## src/rtl/arb_pkg.sv

```systemverilog
// ----------------------------------------------------------------------------
// arb_pkg : shared types and round-robin helpers for fifo_arbiter.
// Rev 1.0
// ----------------------------------------------------------------------------
`default_nettype none

package arb_pkg;

  typedef enum logic [0:0] {
    IDLE = 1'b0,
    BUSY = 1'b1
  } arb_state_t;

  localparam int MAX_NREQ = 16;
  localparam int MAX_IDW  = 4;

  // Wrap-around increment; the modulo is explicit so NREQ need not be 2^k.
  function automatic int rr_inc(input int idx, input int n);
    return (idx + 1 >= n) ? 0 : idx + 1;
  endfunction

  // First set bit of vec at or after start, wrapping modulo n.
  function automatic int rr_next(input logic [MAX_NREQ-1:0] vec,
                                 input int start, input int n);
    int   idx;
    logic hit;
    hit     = 1'b0;
    idx     = start;
    rr_next = start;
    for (int i = 0; i < MAX_NREQ; i++) begin
      if (!hit && (i < n) && vec[idx[MAX_IDW-1:0]]) begin
        hit     = 1'b1;
        rr_next = idx;
      end
      idx = rr_inc(idx, n);
    end
  endfunction

endpackage

`default_nettype wire

```

## src/rtl/rr_pick.sv

```systemverilog
// ----------------------------------------------------------------------------
// rr_pick : combinational round-robin search with optional excluded index.
// Rev 1.0
// ----------------------------------------------------------------------------
`default_nettype none

module rr_pick
  import arb_pkg::*;
#(
  parameter int NREQ = 4,
  parameter int IDW  = $clog2(NREQ)
) (
  input  logic [NREQ-1:0] req,
  input  logic [IDW-1:0]  start,
  input  logic            excl_en,
  input  logic [IDW-1:0]  excl_idx,
  output logic            found,
  output logic [IDW-1:0]  idx
);

  logic [MAX_NREQ-1:0] w_vec;
  logic [MAX_NREQ-1:0] w_masked;
  logic [MAX_IDW-1:0]  w_excl;

  assign w_excl = MAX_IDW'(excl_idx);

  // The excluded index is only a fallback: it wins when nobody else is valid.
  always_comb begin
    w_vec             = '0;
    w_vec[NREQ-1:0]   = req;
    w_masked          = w_vec;
    if (excl_en) begin
      w_masked[w_excl] = 1'b0;
    end
    found = 1'b0;
    idx   = '0;
    if (|w_masked) begin
      found = 1'b1;
      idx   = IDW'(rr_next(w_masked, int'(start), NREQ));
    end else if (excl_en && w_vec[w_excl]) begin
      found = 1'b1;
      idx   = excl_idx;
    end
  end

endmodule

`default_nettype wire

```

## src/rtl/fifo_arbiter.sv

```systemverilog
// ----------------------------------------------------------------------------
// fifo_arbiter : round-robin burst arbiter pushing tagged words into one FIFO.
// Rev 1.0
// ----------------------------------------------------------------------------
`default_nettype none

module fifo_arbiter
  import arb_pkg::*;
#(
  parameter  int NREQ     = 4,
  parameter  int DWIDTH   = 32,
  parameter  int MAXBURST = 4,
  localparam int IDW      = $clog2(NREQ)
) (
  input  logic                        clk_i,
  input  logic                        rst_ni,
  input  logic [NREQ-1:0]             req_valid,
  input  logic [NREQ-1:0][DWIDTH-1:0] req_data,
  output logic [NREQ-1:0]             req_ready,
  output logic                        fifo_push,
  output logic [IDW+DWIDTH-1:0]       fifo_in,
  input  logic                        fifo_full,
  output logic [IDW-1:0]              owner,
  output logic                        busy
);

  localparam int CNTW = $clog2(MAXBURST + 1);

  arb_state_t      r_state;
  arb_state_t      w_state_nxt;
  logic [IDW-1:0]  r_owner;
  logic [IDW-1:0]  w_owner_nxt;
  logic [IDW-1:0]  r_ptr;
  logic [IDW-1:0]  w_ptr_nxt;
  logic [CNTW-1:0] r_cnt;
  logic [CNTW-1:0] w_cnt_nxt;

  logic            w_busy;
  logic            w_owner_valid;
  logic            w_beat;
  logic            w_burst_end;
  logic            w_release;
  logic [IDW-1:0]  w_owner_inc;
  logic [IDW-1:0]  w_start;
  logic            w_found;
  logic [IDW-1:0]  w_pick;

  assign w_busy        = (r_state == BUSY);
  assign w_owner_valid = req_valid[r_owner];
  assign w_beat        = w_busy && w_owner_valid && !fifo_full;
  assign w_burst_end   = w_beat && (r_cnt == CNTW'(MAXBURST - 1));
  assign w_release     = w_busy && (!w_owner_valid || w_burst_end);
  assign w_owner_inc   = IDW'(rr_inc(int'(r_owner), NREQ));

  // While busy the search already starts past the owner, so a re-grant on
  // release needs no extra cycle through IDLE.
  assign w_start = w_busy ? w_owner_inc : r_ptr;

  rr_pick #(
    .NREQ (NREQ),
    .IDW  (IDW)
  ) u_rr_pick (
    .req      (req_valid),
    .start    (w_start),
    .excl_en  (w_burst_end),
    .excl_idx (r_owner),
    .found    (w_found),
    .idx      (w_pick)
  );

  always_ff @(posedge clk_i or negedge rst_ni) begin
    if (!rst_ni) begin
      r_state <= IDLE;
      r_owner <= '0;
      r_ptr   <= '0;
      r_cnt   <= '0;
    end else begin
      r_state <= w_state_nxt;
      r_owner <= w_owner_nxt;
      r_ptr   <= w_ptr_nxt;
      r_cnt   <= w_cnt_nxt;
    end
  end

  always_comb begin
    w_state_nxt = r_state;
    w_owner_nxt = r_owner;
    w_ptr_nxt   = r_ptr;
    w_cnt_nxt   = r_cnt;
    case (r_state)
      IDLE: begin
        if (w_found) begin
          w_state_nxt = BUSY;
          w_owner_nxt = w_pick;
          w_cnt_nxt   = '0;
        end
      end
      BUSY: begin
        if (w_beat) begin
          w_cnt_nxt = r_cnt + CNTW'(1);
        end
        if (w_release) begin
          w_ptr_nxt = w_owner_inc;
          w_cnt_nxt = '0;
          if (w_found) begin
            w_owner_nxt = w_pick;
          end else begin
            w_state_nxt = IDLE;
          end
        end
      end
      default: begin
        w_state_nxt = IDLE;
      end
    endcase
  end

  always_comb begin
    req_ready = '0;
    if (w_beat) begin
      req_ready[r_owner] = 1'b1;
    end
  end

  // Gated by busy so the bus reads zero while idle and in reset.
  assign fifo_in   = w_busy ? {r_owner, req_data[r_owner]} : '0;
  assign fifo_push = w_beat;
  assign owner     = r_owner;
  assign busy      = w_busy;

endmodule

`default_nettype wire

```

## config.mk

```make
export PLATFORM = sky130hd
export DESIGN_NAME = fifo_arbiter
export DESIGN_NICKNAME = d
export VERILOG_FILES = /design/src/rtl/arb_pkg.sv /design/src/rtl/rr_pick.sv /design/src/rtl/fifo_arbiter.sv
export SDC_FILE = /design/constraint.sdc
export NUM_CORES = 1
export LEC_CHECK = 0
export BUFFER_PORTS_ARGS = -buffer_cell sky130_fd_sc_hd__buf_2
export CAP_MARGIN = 25
export CORE_ASPECT_RATIO = 0.7
export CORE_MARGIN = 4
export CORE_UTILIZATION = 35
export CTS_CLUSTER_DIAMETER = 150
export DETAILED_ROUTE_END_ITERATION = 12
export PLACE_DENSITY = 0.89
export SETUP_SLACK_MARGIN = 0.4
export SYNTH_ARGS = -nofsm -noshare
export SYNTH_HDL_FRONTEND = slang
export SYNTH_SLANG_ARGS = --single-unit
```

## constraint.sdc

```tcl
create_clock -name clk_i -period 5.2 [get_ports clk_i]
set_clock_uncertainty 0.05 [all_clocks]
set_input_delay 0.52 -clock clk_i [delete_from_list [all_inputs] [get_ports clk_i]]
set_output_delay 0.52 -clock clk_i [all_outputs]
set_load 0.005 [all_outputs]
```

[After elaboration in Yosys (flattened, before gate mapping)]
Index checks and enable logic that the tools add are counted.
Word-level totals
  flip-flop bits (word level): 8
  logic and storage cells: 95
  output and inout bits: 42
Cells by class
  mux-type cells: 48
  bitwise logic cells: 3
  $add $sub $neg: 5
  magnitude comparators: 12
  reductions and logical operators: 19
  eq/ne operators: 4
Operator list (count)
  >= comparator 32 x 4 -> 1 bit (second input constant): 3
  adder 32 x 2 -> 32 bit (second input constant): 2
  binary-select mux 32 bit (select 2 bit): 1
  two-way mux 32 bit: 2
  two-way mux 34 bit: 1
  two-way mux 1 bit: 18
  two-way mux 2 bit: 9
  bitwise AND 4 x 16 -> 16 bit: 1
  two-way mux 16 bit: 1
  inverter 4 -> 16 bit: 1
  OR reduction 16 bit: 1
  < comparator 4 x 5 -> 1 bit (second input constant): 3
  binary-select mux 1 bit (select 4 bit): 3
  two-way mux 3 bit: 4
  logical AND 1 bit: 10
  < comparator 2 x 5 -> 1 bit (second input constant): 2
  two-way mux 4 bit: 2
  adder 2 x 1 -> 3 bit (second input constant): 2
  one-hot mux 3 bit (2 select lines): 1
  logical NOT 1 bit: 5
  binary-select mux 1 bit (select 2 bit): 2
  demux 1 bit (select 2 bit): 2
  >= comparator 2 x 1 -> 1 bit (second input constant): 2
  != test 2 x 1 -> 1 bit (second input constant): 2
  10 further kinds: 11

[Logic depth before layout (Yosys ltp)]
  depth after elaboration: 26
  mapped depth: 12
  depth with buffers taken out: 10

[Modules after synthesis]
From an unflattened synthesis, not the netlist that was laid out.
Unflattened totals
  cell total of the unflattened synthesis: 202
  area, all modules: 2140.8 um^2
By module, submodules not included
  fifo_arbiter: cells each 132, area an instance 1581.5 um^2, times used 1
  rr_pick: cells each 70, area an instance 559.3 um^2, times used 1

[Worst setup path before layout]
No wires, ideal clock.
  path type: register -> register
  from: register r_owner[0], in the netlist owner[0]
  to: register r_owner[1], in the netlist owner[1]
  arrival time: 3274 ps
  stages on the path, launching flop included: 12
  buffers on the path: 3
  library setup time: 94 ps
  data required time: 5056 ps
  setup slack: 1783 ps
  clock period less this slack: 3417 ps
  cells stage by stage: dfrtp_1 -> buf_6 -> buf_1 -> inv_1 -> ha_1 -> mux2_2 -> ha_1 -> clkbuf_1 -> or4_4 -> a21oi_1 -> o31ai_1 -> a221oi_2
Between the ends
  elaborated cells on any way between the ends: 63
RTL lines
  from (decl): RTL line fifo_arbiter.sv:31  | logic [IDW-1:0] r_owner;
  from (signal assigned): RTL line fifo_arbiter.sv:79  | r_owner <= w_owner_nxt;
  adder 2 x 1 -> 3 bit *: RTL line arb_pkg.sv:19  | return (idx + 1 >= n) ? 0 : idx + 1;
  >= comparator 3 bit: RTL line arb_pkg.sv:19
  two-way mux 2 bit *: RTL line arb_pkg.sv:19
  net w_owner_inc[1]: RTL line fifo_arbiter.sv:43  | logic [IDW-1:0] w_owner_inc;
  two-way mux 2 bit *: RTL line fifo_arbiter.sv:57  | assign w_start = w_busy ? w_owner_inc : r_ptr;
  branches (longest 14 deep; another with >= comparator 32 x 4 -> 1 bit)
  two-way mux 2 bit *: RTL line arb_pkg.sv:31  | if (!hit && (i < n) && vec[idx[MAX_IDW-1:0]]) begin
  two-way mux 2 bit *: RTL line rr_pick.sv:37  | if (|w_masked) begin
  two-way mux 2 bit *: RTL line fifo_arbiter.sv:92, fifo_arbiter.sv:105
  two-way mux 2 bit: RTL line fifo_arbiter.sv:102  | if (w_release) begin
  one-hot mux 2 bit (2 select lines) *: RTL line fifo_arbiter.sv:90  | case (r_state)
Mark *: on every way through the listed nets, which the timed path passes. The select of a mux whose other input is x is not followed.
A chain may end at the register's enable or synchronous reset.

[Worst setup path after layout]
  from: register r_owner[1], in the netlist owner[1]
  to: register r_owner[0], in the netlist owner[0]
Between the ends
  word-level cells in the longest chain between the ends: 26
  elaborated cells on any way between the ends: 63
Ends and longest elaborated chain
  branches (longest 26 deep; another with >= comparator 32 x 4 -> 1 bit)
Parallel ways; which one is timed is not known. The select of a mux whose other input is x is not followed.

==> metrics <==
Cell Pwr Density approximately 480 nW/um2; Antenna Diode Count 0; Hold WC Path Type input pin to async pin; post-detailed-routing wire length ~8000 um; final core occ 0.574; Layout Nets 484; unrepaired setup endpoints after global routing false; syn_nets about 310; Area growth syn-to-layout 52.3%; Die H between 60 and 70 um; HPWL Detailed between 6000 and 7000 um; Synth async-reset ratio 1.00; Max-slew headroom 0.685; Filler cells approximately 450; final std cells w/o fill 410; Tmin final between 3 and 4 ns; drt via density about 5.4; Mapped Avg Cell Area about 11 um2; CTS tree yes; largest net degree at the start of global routing 36; status finished, final reports clean; predominant post-synthesis flop cell dfrtp_1; DIE AREA 6600 um2; post_cts resized 0; top post-synthesis cells by area mux4_2 40%, and2_1 13%, dfrtp_1 11%; Post-CTS Setup Inserts 0; top cell type's share of synthesized area 0.397; initial antenna violation count 0; final hold vios 0; first-pass iteration count of the detailed router 4; IO buf count around 180; Worst Tran Pin Value between 0.4 and 0.5 ns; R2R depth 11; routed len/inst approximately 19 um; Worst-Skew Late Latency around 0.23 ns; placed insts ~410; DRC viols 0; crit path kind flop to flop; initial drt markers 92; grt total ovfl 0; Worst Path Arrival around 3.5 ns; Routed Antenna Nets 0; most area-hungry cell type in the Yosys netlist mux4_2; Max Root-Sink Buffers 2; Startpoint Class flop; cell count after synthesis 171; crit-path max FO 35; CTS Hold Bufs 0; Yosys reg bits 8; Ys Warns 0; Netlist cell types 37; clock transition at the registers of the reported paths roughly 0.050 ns; crit path capture type flop; vias in the first global route between 2,000 and 2,500; Initial Util 0.377; Mapped Area about 1900 um2; Seq/Total Area, Yosys 0.107; max-slew violations 0; VDD IR-drop max 0.388 mV; most frequent cells in the layout 176 x buf_2, 40 x and2_1, 33 x mux4_2; Final setup viols 0; Total GRT Usage 0.232; setup TNS 0 ns; Ports roughly 180; first-pass GRT wire length around 12,000 um; Period Utilization, post-route 0.652; total power around 1.4 mW; routability congestion estimate from global placement between 0.9 and 1; Req. time, crit path between 5 and 6 ns; layout cells sized above 1 0.677; # clock sinks 8; Finished Cell Area around 2800 um2; number of max-cap violations 0; Leak between 1 and 1.5 nW; CTS Root Cell clkbuf_8; die width about 95 um; maximum clock rate 295 MHz; H-tree depth 1; Post-synth EDFFs 0; Vias ~2,200; CTS Buf Count 3; row count 21; Placed Area 2800 um2; core area a little under 5000 um2; most common cell after layout, fill and taps aside buf_2
==> critical path, cell delays in order (launching register included) <==
cell      delay [ns]
dfrtp_1         0.39
buf_4           0.41
ha_1            0.27
nor2_1          0.08
mux2i_4         0.33
ha_1            0.30
nor2b_1         0.08
mux2_2          0.27
or4_4           0.53
a211oi_1        0.27
nor4_1          0.09
a211oi_1        0.20
==> through the flow <==
| step | hold slack [ns] | worst slack [ns] |
|---|---|---|
| floorplan | 0.174 | 1.78 |
| global placement | 0.329 | 2.02 |
| detailed placement | 0.329 | 1.80 |
| CTS | 0.0785 | 1.79 |
| global route | 0.0819 | 1.60 |
| finish | 0.0785 | 1.81 |
==> registers in the layout, indices dropped and copies added (netlist names) <==
name and cells:
busy 1, owner 2, r_cnt 3, r_ptr 2
==> layer usage <==
metal / wire [um] / GRT usage / vias to the layer above
li1: - / - / 1008
met1: 2710 / 0.239 / 1063
met5: 0 / 0 / -
met3: 783 / 0.0826 / 26
met4: 340 / 0.0946 / 0
met2: 4130 / 0.420 / 111
==> power by group <==
part           internal, mW  switching (mW)  total, mW
clock                0.0533          0.0266     0.0799
sequential           0.0879          0.0429      0.131
combinational         0.637           0.526       1.16
total                 0.778           0.595       1.37
==> Yosys cell counts (4+ instances only) <==
master and count:
mux4_2 33, dfrtp_1 8, clkbuf_1 7, nor2_1 4
inv_1 5, ha_1 7, o21ai_0 4, mux2_2 7
and4b_1 4, mux2i_1 7, buf_1 4, nand2_1 5
and2_1 40
==> logic make-up (layout without fill, tap and decap cells) <==
| logic type | Yosys count | count (layout) | synth area share |
|---|---|---|---|
| fa+ha+maj | 7 | 7 | 0.0468 |
| mux | 48 | 48 | 0.489 |
| flops | 8 | 8 | 0.107 |
| buf+inv | 20 | 190 | 0.0455 |
| compound gates | 21 | 21 | 0.0896 |
| simple gates | 67 | 67 | 0.222 |
==> worst paths after layout <==
kind,from,endpoint,slack [ns]
worst max-delay path,owner[1],owner[0],1.81
worst min-delay path,rst_ni,owner[0],0.08
worst max register to register,owner[1],owner[0],1.81
worst min register to register,r_cnt[2],r_cnt[2],0.42
max in group asynchronous,rst_ni,owner[0],4.83
min in group clk_i,r_cnt[2],r_cnt[2],0.42
==> layout make-up <==
cell class | count | area, um2 | share of cell area
Clock buffer | 4 | 45.0 | 0.0158
Multi-Input combinational cell | 143 | 1590 | 0.556
Inverter | 6 | 22.5 | 0.00791
Tap cell | 69 | 86.3 | 0.0303
Sequential cell | 8 | 201 | 0.0707
Timing Repair Buffer | 180 | 908 | 0.319
No activity file was read; power rests on OpenSTA's default activity.
